===== src/rtl/rhythm_scheduler_pkg.sv =====
// Shared definitions for the gamma/theta/delta rhythm scheduler:
// FSM state codes, parameter legal ranges and the index width.
package rhythm_scheduler_pkg;

    localparam int unsigned IDX_W = 3;

    localparam int unsigned GAMMA_PERIOD_MIN    = 4;
    localparam int unsigned GAMMA_PERIOD_MAX    = 255;
    localparam int unsigned GAMMA_PER_THETA_MIN = 2;
    localparam int unsigned GAMMA_PER_THETA_MAX = 8;
    localparam int unsigned THETA_PER_DELTA_MIN = 2;
    localparam int unsigned THETA_PER_DELTA_MAX = 7;

    typedef logic [1:0] state_t;

    localparam state_t ST_IDLE     = 2'd0;
    localparam state_t ST_RUN      = 2'd1;
    localparam state_t ST_PAUSED   = 2'd2;
    localparam state_t ST_STOPPING = 2'd3;

endpackage


===== src/rtl/rhythm_divider.sv =====
// Phase divider: counts 0..PERIOD-1 while enabled and emits a registered
// one-cycle pulse on the wrap back to 0; clear forces the phase to 0.
module rhythm_divider #(
    parameter int unsigned PERIOD = 16
) (
    input  logic clk,
    input  logic rst,
    input  logic en,
    input  logic clr,
    output logic wrap
);

    localparam int unsigned CNT_W = $clog2(PERIOD);

    logic [CNT_W-1:0] cnt_q, cnt_d;
    logic             wrap_q, wrap_d;

    always_comb begin
        cnt_d  = cnt_q;
        wrap_d = 1'b0;
        if (clr) begin
            cnt_d = '0;
        end else if (en) begin
            if (cnt_q == CNT_W'(PERIOD - 1)) begin
                cnt_d  = '0;
                wrap_d = 1'b1;
            end else begin
                cnt_d = cnt_q + CNT_W'(1);
            end
        end
    end

    always_ff @(posedge clk) begin
        if (rst) begin
            cnt_q  <= '0;
            wrap_q <= 1'b0;
        end else begin
            cnt_q  <= cnt_d;
            wrap_q <= wrap_d;
        end
    end

    assign wrap = wrap_q;

endmodule


===== src/rtl/rhythm_scheduler.sv =====
// Nested rhythm generator: gamma ticks from a phase divider, theta and delta
// ticks chained one clock behind their trigger, under a run/pause/stop FSM.
module rhythm_scheduler
    import rhythm_scheduler_pkg::*;
#(
    parameter int unsigned GAMMA_PERIOD    = 16,
    parameter int unsigned GAMMA_PER_THETA = 8,
    parameter int unsigned THETA_PER_DELTA = 5
) (
    input  logic             clk,
    input  logic             rst,
    input  logic             start,
    input  logic             pause,
    input  logic             stop_req,
    input  logic             abort,
    output logic             gamma_tick,
    output logic             theta_tick,
    output logic             delta_tick,
    output logic [IDX_W-1:0] gamma_idx,
    output logic [IDX_W-1:0] theta_idx,
    output logic [7:0]       delta_count,
    output logic             running,
    output logic             done
);

    if (GAMMA_PERIOD < GAMMA_PERIOD_MIN || GAMMA_PERIOD > GAMMA_PERIOD_MAX) begin : g_bad_gamma_period
        $error("rhythm_scheduler: GAMMA_PERIOD out of range");
    end
    if (GAMMA_PER_THETA < GAMMA_PER_THETA_MIN || GAMMA_PER_THETA > GAMMA_PER_THETA_MAX) begin : g_bad_gamma_per_theta
        $error("rhythm_scheduler: GAMMA_PER_THETA out of range");
    end
    if (THETA_PER_DELTA < THETA_PER_DELTA_MIN || THETA_PER_DELTA > THETA_PER_DELTA_MAX) begin : g_bad_theta_per_delta
        $error("rhythm_scheduler: THETA_PER_DELTA out of range");
    end

    state_t           state_q, state_d;
    logic [IDX_W-1:0] gamma_idx_q, gamma_idx_d;
    logic [IDX_W-1:0] theta_idx_q, theta_idx_d;
    logic [7:0]       delta_count_q, delta_count_d;
    logic             theta_tick_q, theta_tick_d;
    logic             delta_tick_q, delta_tick_d;
    logic             running_q, running_d;
    logic             done_q, done_d;
    logic             div_en, div_clr, gamma_wrap;

    rhythm_divider #(
        .PERIOD (GAMMA_PERIOD)
    ) u_divider (
        .clk  (clk),
        .rst  (rst),
        .en   (div_en),
        .clr  (div_clr),
        .wrap (gamma_wrap)
    );

    always_comb begin
        state_d       = state_q;
        gamma_idx_d   = gamma_idx_q;
        theta_idx_d   = theta_idx_q;
        delta_count_d = delta_count_q;
        theta_tick_d  = 1'b0;
        delta_tick_d  = 1'b0;
        done_d        = 1'b0;

        case (state_q)
            ST_IDLE:     if (start && !abort) state_d = ST_RUN;
            ST_RUN: begin
                if (stop_req)   state_d = ST_STOPPING;
                else if (pause) state_d = ST_PAUSED;
            end
            ST_PAUSED: begin
                if (stop_req)    state_d = ST_STOPPING;
                else if (!pause) state_d = ST_RUN;
            end
            ST_STOPPING: begin
                if (delta_tick_q) begin
                    state_d = ST_IDLE;
                    done_d  = 1'b1;
                end
            end
            default:     state_d = ST_IDLE;
        endcase

        // Chained ticks run regardless of pause so a triggered tick is never lost.
        if (gamma_wrap) begin
            if (gamma_idx_q == IDX_W'(GAMMA_PER_THETA - 1)) begin
                gamma_idx_d  = '0;
                theta_tick_d = 1'b1;
            end else begin
                gamma_idx_d = gamma_idx_q + IDX_W'(1);
            end
        end
        if (theta_tick_q) begin
            if (theta_idx_q == IDX_W'(THETA_PER_DELTA - 1)) begin
                theta_idx_d   = '0;
                delta_tick_d  = 1'b1;
                delta_count_d = delta_count_q + 8'd1;
            end else begin
                theta_idx_d = theta_idx_q + IDX_W'(1);
            end
        end

        if (state_q == ST_IDLE && state_d == ST_RUN) delta_count_d = '0;

        if (abort && state_q != ST_IDLE) begin
            state_d       = ST_IDLE;
            gamma_idx_d   = '0;
            theta_idx_d   = '0;
            delta_count_d = '0;
            theta_tick_d  = 1'b0;
            delta_tick_d  = 1'b0;
            done_d        = 1'b1;
        end

        running_d = (state_d != ST_IDLE);
        // Phase advances only on edges that stay in a counting state, so a pause
        // of N cycles shifts every later tick by exactly N.
        div_en  = (state_q != ST_IDLE) && (state_d == ST_RUN || state_d == ST_STOPPING);
        div_clr = (state_d == ST_IDLE);
    end

    always_ff @(posedge clk) begin
        if (rst) begin
            state_q       <= ST_IDLE;
            gamma_idx_q   <= '0;
            theta_idx_q   <= '0;
            delta_count_q <= '0;
            theta_tick_q  <= 1'b0;
            delta_tick_q  <= 1'b0;
            running_q     <= 1'b0;
            done_q        <= 1'b0;
        end else begin
            state_q       <= state_d;
            gamma_idx_q   <= gamma_idx_d;
            theta_idx_q   <= theta_idx_d;
            delta_count_q <= delta_count_d;
            theta_tick_q  <= theta_tick_d;
            delta_tick_q  <= delta_tick_d;
            running_q     <= running_d;
            done_q        <= done_d;
        end
    end

    assign gamma_tick  = gamma_wrap;
    assign theta_tick  = theta_tick_q;
    assign delta_tick  = delta_tick_q;
    assign gamma_idx   = gamma_idx_q;
    assign theta_idx   = theta_idx_q;
    assign delta_count = delta_count_q;
    assign running     = running_q;
    assign done        = done_q;

endmodule

===== config.mk =====
export PLATFORM = sky130hd
export DESIGN_NAME = rhythm_scheduler
export DESIGN_NICKNAME = d
export VERILOG_FILES = /design/src/rtl/rhythm_scheduler_pkg.sv /design/src/rtl/rhythm_divider.sv /design/src/rtl/rhythm_scheduler.sv
export SDC_FILE = /design/constraint.sdc
export NUM_CORES = 1
export LEC_CHECK = 0
export ABC_AREA = 1
export BUFFER_PORTS_ARGS = -buffer_cell sky130_fd_sc_hd__buf_2
export CAP_MARGIN = 30
export CORE_ASPECT_RATIO = 0.75
export CORE_MARGIN = 2
export CORE_UTILIZATION = 45
export CTS_CLUSTER_DIAMETER = 150
export DETAILED_ROUTE_END_ITERATION = 12
export GPL_TIMING_DRIVEN = 0
export PLACE_DENSITY = 0.67
export SLEW_MARGIN = 10
export SYNTH_ARGS = -nofsm -noshare
export SYNTH_HDL_FRONTEND = slang
export SYNTH_SLANG_ARGS = --single-unit

===== constraint.sdc =====
create_clock -name clk -period 1.6 [get_ports clk]
set_clock_uncertainty 0.2 [all_clocks]
set_input_delay 0 -clock clk [delete_from_list [all_inputs] [get_ports clk]]
set_output_delay 0 -clock clk [all_outputs]
set_load 0.02 [all_outputs]

---- Word-level counts from Yosys, hierarchy flattened ----
Cells that the tools add are included.
word-level totals
  flip-flop bits (word level) ............. 25
  output and inout port bits .............. 19
  input bits .............................. 6
operators by class
  bitwise logic cells ..................... 3
  reduce and logical (&&, ||, !) cells .... 17
  $add $sub $neg .......................... 4
  muxes and demuxes ....................... 17
  equality and inequality tests ........... 9
operators by type and width
  kind                                                             number
  2-bit two-way mux                                                7
  3-bit OR reduction                                               4
  8-bit by 1-bit adder with 8-bit output, second input constant    1
  2-bit case mux with 4 select lines                               1
  3-bit by 1-bit adder with 3-bit output, second input constant    2
  2-bit by 1-bit == test with 1-bit output, second input constant  3
  2-bit == test, second input constant                             3
  3-bit == test, second input constant                             2
  1-bit two-way mux                                                6
  3-bit two-way mux                                                2
  4-bit by 1-bit adder with 4-bit output, second input constant    1
  4-bit == test, second input constant                             1
  1-bit logical AND                                                4
  2-bit logical NOT                                                2
  4-bit two-way mux                                                1
  2-bit nonzero test                                               2
  2-bit OR reduction                                               2
  1-bit inverter                                                   3
  2-bit AND reduction                                              1
  1-bit logical NOT                                                1
  1-bit logical OR                                                 1

---- Longest topological paths before layout ----
Gate-level depths: netlist of the first run.
  depth after elaboration ................. 10
  gate-level depth with buffers ........... 9
  gate-level depth less buffers ........... 9

---- Cells and area by module ----
From an unflattened synthesis of the first run, not the netlist that was laid out.
second synthesis, totals
  cell total of the unflattened synthesis .. 158
  area total of the unflattened synthesis .. 1,171.1 um^2
modules (own cells, without submodules)
  module            times used  area an instance (um^2)  cells each
  rhythm_scheduler  1           959.7                    129
  rhythm_divider    1           211.5                    29

---- Worst setup path before layout of the first run ----
Ideal clock, no wire load.
  path kind ............................... reg-to-reg
  start ................................... reg theta_idx_q[0] (netlist: theta_idx[0])
  end ..................................... reg delta_count_q[2] (netlist: delta_count[2])
  path slack .............................. 0.069 ns
  path buffers ............................ 0
  cell stages (with the launch flop) ...... 8
  required time ........................... 1.289 ns
  arrival time ............................ 1.220 ns
  cells stage by stage .................... dfxtp_1 -> inv_1 -> ha_1 -> nand3_4 -> inv_6 -> a21o_2 -> nand4_1 -> inv_1
between the ends
  word-level cells in the longest chain between the ends .. 2
RTL lines
  element                               RTL line                 source
  start: declaration                    rhythm_scheduler.sv:38   logic [IDX_W-1:0] theta_idx_q, theta_idx_d;
  start signal: assignment              rhythm_scheduler.sv:135  theta_idx_q <= theta_idx_d;
  3-bit == test                         rhythm_scheduler.sv:94   if (theta_idx_q == IDX_W'(THETA_PER_DELTA - 1)) begin
  2-bit AND reduction (no source line)  -
  end signal: assignment                rhythm_scheduler.sv:136  delta_count_q <= delta_count_d;
  end: declaration                      rhythm_scheduler.sv:39   logic [7:0] delta_count_q, delta_count_d;
Every way passes these cells.
A chain may end at the register's enable or synchronous reset.

---- Final worst setup path of the first run ----
  start ................................... reg theta_idx_q[1] (netlist: theta_idx[1])
  end ..................................... reg delta_count_q[2] (netlist: delta_count[2])
The elaborated chain is that of the path after synthesis.

==> results of run 1 <==
[per-layer routing]
| metal | share of wire, % | up-vias | global-route usage [%] |
|---|---|---|---|
| met3 | 4.1 | 2 | 5.29 |
| met4 | 0.81 | 0 | 7.14 |
| met2 | 41 | 22 | 25.8 |
| met5 | 0 | - | 0 |
| li1 | - | 611 | - |
| met1 | 54 | 508 | 22.9 |
[synthesized netlist by cell type, drive strengths merged]
cell / instances
a21o: 1
a21oi: 15
a22oi: 1
a31oi: 1
clkinv: 1
dfxtp: 25
ha: 6
inv: 26
nand2: 42
nand3: 12
nand3b: 2
nand4: 4
nor2: 14
nor3: 4
o21ai: 3
o21bai: 2
xnor2: 1
xor2: 2
[what timing repair did]
action / in CTS / in global routing
endpoints found under the hold margin: 14 / 0
endpoints found under the setup margin: 0 / 2
buffers inserted: 0 / 7
hold buffers: 6 / 0
resized for setup: 0 / 6
[tightest hold or removal path, stage by stage]
cell and delay, ps:
dlygate4sd3_1 530, buf_2 140, nor3_2 50
[cell type report]
type | instances | area share (%)
clock buffer | 3 | 2.48
clock inverter | 1 | 0.452
inverter | 27 | 6.55
multi-input combinational | 110 | 43.1
sequential | 25 | 30.3
tap | 36 | 2.71
timing repair buffer | 37 | 14.0
timing repair inverter | 1 | 0.377
[worst max path at each step]
stage	start	to	depth (start not counted)
detailed placement	theta_idx[0]	delta_count[4]	9
global route	theta_idx[1]	delta_count[4]	9
finish	theta_idx[1]	delta_count[2]	8
CTS	theta_idx[0]	delta_count[4]	9
global placement	theta_idx[0]	delta_count[4]	9
floorplan	theta_idx[0]	delta_count[2]	7
[metrics by stage]
step                      hold WS, ps  util (%)
final                             285      61.5
after global routing              311      61.5
after CTS                         267      58.9
after detailed placement         14.3      54.9
after global placement           14.6      54.9
after floorplan                  -131         -
[sequential cells by signal (all words and copies together) (netlist names)]
name             flops
delta_count          8
u_divider.cnt_q      4
gamma_idx            3
theta_idx            3
state_q              2
delta_tick           1
done                 1
running              1
theta_tick           1
u_divider.wrap       1
[cells by family (layout without fill, tap and decap cells)]
logic type                 after synthesis  count (layout)  synth area share [%]
and+or+nand+nor                         78              78                  32.0
buffers and inverters                   27              69                  8.07
DFF                                     25              25                  38.0
AOI/OAI and AO/OA                       23              23                  14.2
adders and majority gates                6               6                  5.70
xor gates and xnor gates                 3               3                  1.99
[report_power, final]
part	switching (uW)	total (uW)	internal [uW]	leakage, uW
clock	202	379	176	0.0000217
combinational	118	176	58.4	0.000574
sequential	10.4	647	636	0.000203
[cells in the final DEF, fill, tap and decap left out, types with 6 or more instances in the layout]
master and count:
nand2_1 38, buf_2 24, dfxtp_1 22, inv_1 19
nor2_1 9, nand3_1 9, a21oi_2 9, buf_4 7
inv_2 6, a21oi_1 6, dlygate4sd3_1 6
==> flow_metrics.env, run 1 <==
export IMPL_cp_slowest_cell="dfxtp_1"
export IMPL_detailedPlace_worstSlack_ps=81.6
export IMPL_regArea_um2=504
export IMPL_cts_buffers=3
export IMPL_path_buf_inv=4
export IMPL_ys_ff_latch=25
export IMPL_status="finished, final reports clean"
export IMPL_final_area_um2=1660
export IMPL_start_util_pct=48.8
export IMPL_worstHoldStart="rst"
export IMPL_r2r_cells=8
export IMPL_setup_viol=0
export IMPL_r2r_start="theta_idx[1]"
export IMPL_post_drt_wl_per_cell_um=10.8
export IMPL_yosysWarnings=0
export IMPL_slowest_delay_ps=370
export IMPL_cts_buffer_depth=2
export IMPL_root_buffer="clkbuf_8"
export IMPL_rows=16
export IMPL_leakagePower_uw=0.000798
export IMPL_cp_common_cell="inv_1"
export IMPL_grt_pass1_wl_um=4410
export IMPL_regToRegEndpoint="delta_count[2]"
export IMPL_num_antenna_cells=0
export IMPL_hold_end="u_divider.wrap"
export IMPL_period_needed_ps=1530
export IMPL_yosys_area_top_type="dfxtp_1"
export IMPL_grt_max_degree=16
export IMPL_report_final_slew_viol_count=0
export IMPL_reg2reg_slack_ps=70
export IMPL_grt_antenna_before_repair=0
export IMPL_first_global_vias=1006
export IMPL_min_path_cells=3
export IMPL_insertion_delay_ps=270
export IMPL_cts_clk_slew_worst_paths_ps=90
export IMPL_cts_tree="built"
export IMPL_core_area_um2=2700
export IMPL_fp_dieArea_um2=3380
export IMPL_dp_cells=222
export IMPL_syn_inst=162
export IMPL_gp_congestion=0.908
export IMPL_drive_above_1_share_pct=35.8
export IMPL_worst_setup_path_start_kind="register"
export IMPL_postPlaceCellArea_um2=1480
export IMPL_hold_viol=0
export IMPL_syn_nets=174
export IMPL_ant_nets=0
export IMPL_cp_arrival_ps=1500
export IMPL_vias=1143
export IMPL_tightestPinTransition_ps=378
export IMPL_cap_violations=0
export IMPL_hold_path_class="in -> reg"
export IMPL_post_route_drc_count=0
export IMPL_synth_top_cell_area_share_pct=38.0
export IMPL_fin_ws_ps=70.0
export IMPL_dr_pass1_iters=4
export IMPL_gr_usage_all_layers_pct=17.2
export IMPL_rsz0062_at_grt="yes"
export IMPL_n_fill_cell=247
export IMPL_overflow=0
export IMPL_timing_setup_tns_ps=0
export IMPL_finalPower_uw=1200
export IMPL_syn2layout_area_growth_pct=26.1
export IMPL_clock_fmax_ghz=0.654
export IMPL_critPathTopFamily="flip-flops"
export IMPL_fin_nets=217
export IMPL_power_density_nw_per_um2=723
export IMPL_crit_type="reg -> reg"
export IMPL_clock_sinks=25
export IMPL_detail_route_iter0_violations=63
export IMPL_die_y_um=50.9
export IMPL_cp_required_ps=1570
export IMPL_period_share_pct=95.6
export IMPL_ys_types=29
export IMPL_seq_area_frac_synth_pct=38.0
export IMPL_slew_headroom_pct=74.7
export IMPL_ioPinCount=25
export IMPL_endpoint_kind="register"
export IMPL_synth_area_leaders="dfxtp_1 (38%), nand2_1 (11%), a21oi_2 (6.0%), ha_1 (5.7%), inv_1 (5.4%)"
export IMPL_routed_wl_um=2590
export IMPL_multi_input_area_um2=716
export IMPL_final_cells=240
export IMPL_syn_avg_cell_area_um2=8.13
export IMPL_io_buffers=24
export IMPL_peakVddDrop_v=0.000469
export IMPL_path_cells="inv_1 -> ha_2 -> nand3_4 -> inv_8 -> buf_4 -> a21o_2 -> nand4_1 -> inv_1"
export IMPL_viasPerCell=4.76
export IMPL_syn_area_um2=1320
export IMPL_die_w_um=66.5
export IMPL_critPathMaxFanout=5
export IMPL_htreeDepth=1
export IMPL_place_hpwl_um=1890
(Power assumes the default switching activity.)
==> run 2, diff against run 1 <==
Settings changed: ABC_AREA 1 to default, PLACE_DENSITY 0.67 to 0.68.
==> flow_metrics.env, run 2 <==
export IMPL_status="complete, but fails checks"
export IMPL_failed_checks="setup timing"
export IMPL_syn_avg_cell_area_um2=8.87
export IMPL_async_flop_share_pct=0
export IMPL_post_drt_wl_per_cell_um=11.1
export IMPL_crit_type="reg -> reg"
export IMPL_final_cells=198
export IMPL_worst_setup_path_start_kind="register"
export IMPL_gp_congestion=0.745
export IMPL_dp_cells=187
export IMPL_post_route_drc_count=0
export IMPL_rows=15
export IMPL_seq_area_frac_synth_pct=43.8
export IMPL_drive_above_1_share_pct=28.7
export IMPL_detail_route_iter0_violations=35
export IMPL_r2r_cells=5
export IMPL_num_antenna_cells=0
export IMPL_cts_buffers=3
export IMPL_htreeDepth=1
export IMPL_n_fill_cell=213
export IMPL_grt_pass1_wl_um=3770
export IMPL_hold_viol=0
export IMPL_cts_clk_slew_worst_paths_ps=130
export IMPL_slew_headroom_pct=82.4
export IMPL_cp_required_ps=1660
export IMPL_hold_path_class="in -> reg"
export IMPL_fp_dieArea_um2=2960
export IMPL_overflow=0
export IMPL_synth_area_leaders="dfxtp_1 (44%), nor2_1 (6.9%), ha_1 (6.6%), xnor2_1 (4.6%), nor3_1 (4.4%)"
export IMPL_ys_ff_latch=25
export IMPL_clock_fmax_ghz=0.619
export IMPL_syn2layout_area_growth_pct=27.9
export IMPL_tightestPinTransition_ps=264
export IMPL_leakagePower_uw=0.000600
export IMPL_root_buffer="clkbuf_4"
export IMPL_fin_ws_ps=-15.5
export IMPL_most_common_layout_cells="buf_2 (24), nor2_1 (21), dfxtp_1 (20)"
export IMPL_yosysMostFrequentCell="dfxtp_1"
export IMPL_report_final_slew_viol_count=0
export IMPL_endpoint_kind="register"
export IMPL_start_util_pct=48.7
export IMPL_cts_tree="built"
export IMPL_setup_viol=1
export IMPL_ioPinCount=25
export IMPL_final_util_pct=62.3
export IMPL_period_needed_ps=1620
export IMPL_syn_nets=141
export IMPL_routed_wl_um=2190
export IMPL_dr_pass1_iters=4
export IMPL_synth_top_cell_area_share_pct=43.8
export IMPL_peakVddDrop_v=0.000544
export IMPL_viasPerCell=5.02
export IMPL_clock_sinks=25
export IMPL_insertion_delay_ps=310
export IMPL_min_path_cells=3
export IMPL_largest_reg_flops=8
export IMPL_cap_violations=0
export IMPL_gr_usage_all_layers_pct=16.7
export IMPL_die_y_um=47.7
export IMPL_cts_buffer_depth=2
export IMPL_syn_area_um2=1140
export IMPL_multi_input_area_um2=636
export IMPL_critPathMaxFanout=7
export IMPL_synth_flop_cell="dfxtp_1"
export IMPL_grt_antenna_before_repair=0
export IMPL_ys_types=28
export IMPL_grt_max_degree=14
export IMPL_place_hpwl_um=1590
export IMPL_yosys_area_top_type="dfxtp_1"
export IMPL_synth_enable_flop_cells=0
export IMPL_regArea_um2=512
export IMPL_syn_inst=129
export IMPL_netlist_top_cells_count="dfxtp_1 (25), nor2_1 (21), nand2_1 (11), nor3_1 (10), a21oi_1 (8)"
export IMPL_cp_arrival_ps=1680
export IMPL_whs_ps=245
export IMPL_core_area_um2=2350
export IMPL_rsz0062_at_grt="yes"
export IMPL_first_global_vias=887
export IMPL_die_w_um=62.2
export IMPL_vias=993
export IMPL_period_share_pct=101
export IMPL_io_buffers=24
export IMPL_fin_nets=177
export IMPL_ant_nets=0
export IMPL_yosysWarnings=0
export IMPL_power_density_nw_per_um2=723
export IMPL_final_common_cell="buf_2"
-- run 2: cell types whose count changed after synthesis, moves of 5 or more --
cell     delta
a21oi_2     -9
nand3_1     -5
nor3_1      +7
inv_1      -15
xnor2_1     +5
nor2_1     +11
nand2_1    -27
inv_2       -6
-- run 2: through the flow --
stage          setup TNS (ps)  instance area (um2)  setup slack [ps]  power [uW]
2_1_floorplan               0                 1150              12.6         733
3_3_place_gp            -62.5                 1310             -24.1         758
3_5_place_dp             -251                 1310             -76.9         761
4_1_cts                 -28.7                 1410             -21.6        1050
5_1_grt                  -195                 1460             -59.0        1110
6_report                -15.5                 1460             -15.5        1060
-- run 2: worst paths after layout --
| path | startpoint | endpoint | slack [ps] |
|---|---|---|---|
| setup / recovery | state_q[0] | u_divider.cnt_q[3] | -20 |
| hold reg to reg | u_divider.cnt_q[2] | u_divider.wrap | 280 |
| hold / removal | rst | done | 250 |
| setup reg to reg | state_q[0] | u_divider.cnt_q[3] | -20 |
-- run 2: per-layer routing --
layer	share of wire [%]	GRT usage, %	vias to the layer above
met5	0	0	-
met4	0.59	4.00	0
met3	5.9	6.12	2
met2	45	30.7	27
met1	48	19.7	451
li1	-	-	513
-- run 2: cells by family after synthesis --
| family | Yosys count | synth area share [%] |
|---|---|---|
| xor+xnor | 10 | 7.66 |
| flops | 25 | 43.8 |
| mux | 4 | 3.50 |
| simple gates | 60 | 25.6 |
| buf+inv | 9 | 4.05 |
| fa+ha+maj | 6 | 6.56 |
| compound gates | 15 | 8.86 |
-- run 2: layout make-up --
cell class	instances	share of cell area [%]
buffer	2	1.28
clock buffer	4	1.80
inverter	5	1.63
multi-input combinational	95	43.5
sequential	25	35.0
tap	34	2.91
timing repair buffer	33	13.9
-- run 2: worst max-delay path, cell delays in order (launching register included) --
cell and delay [ps]:
dfxtp_4 410, and3_4 160, or4_4 510, clkinv_4 60
and3_1 140, a31o_1 90
-- run 2: power by group --
| part | internal, uW | switching (uW) | total (uW) |
|---|---|---|---|
| clock network | 97.3 | 172 | 269 |
| registers | 631 | 13.0 | 644 |
| logic | 73.1 | 70.8 | 144 |
-- run 2: what timing repair did --
action,in CTS,in global routing
resized for setup,6,11
setup endpoints to repair,9,17
hold buffers,4,1
endpoints found under the hold margin,8,6
setup buffers,4,0
pin swaps,2,3
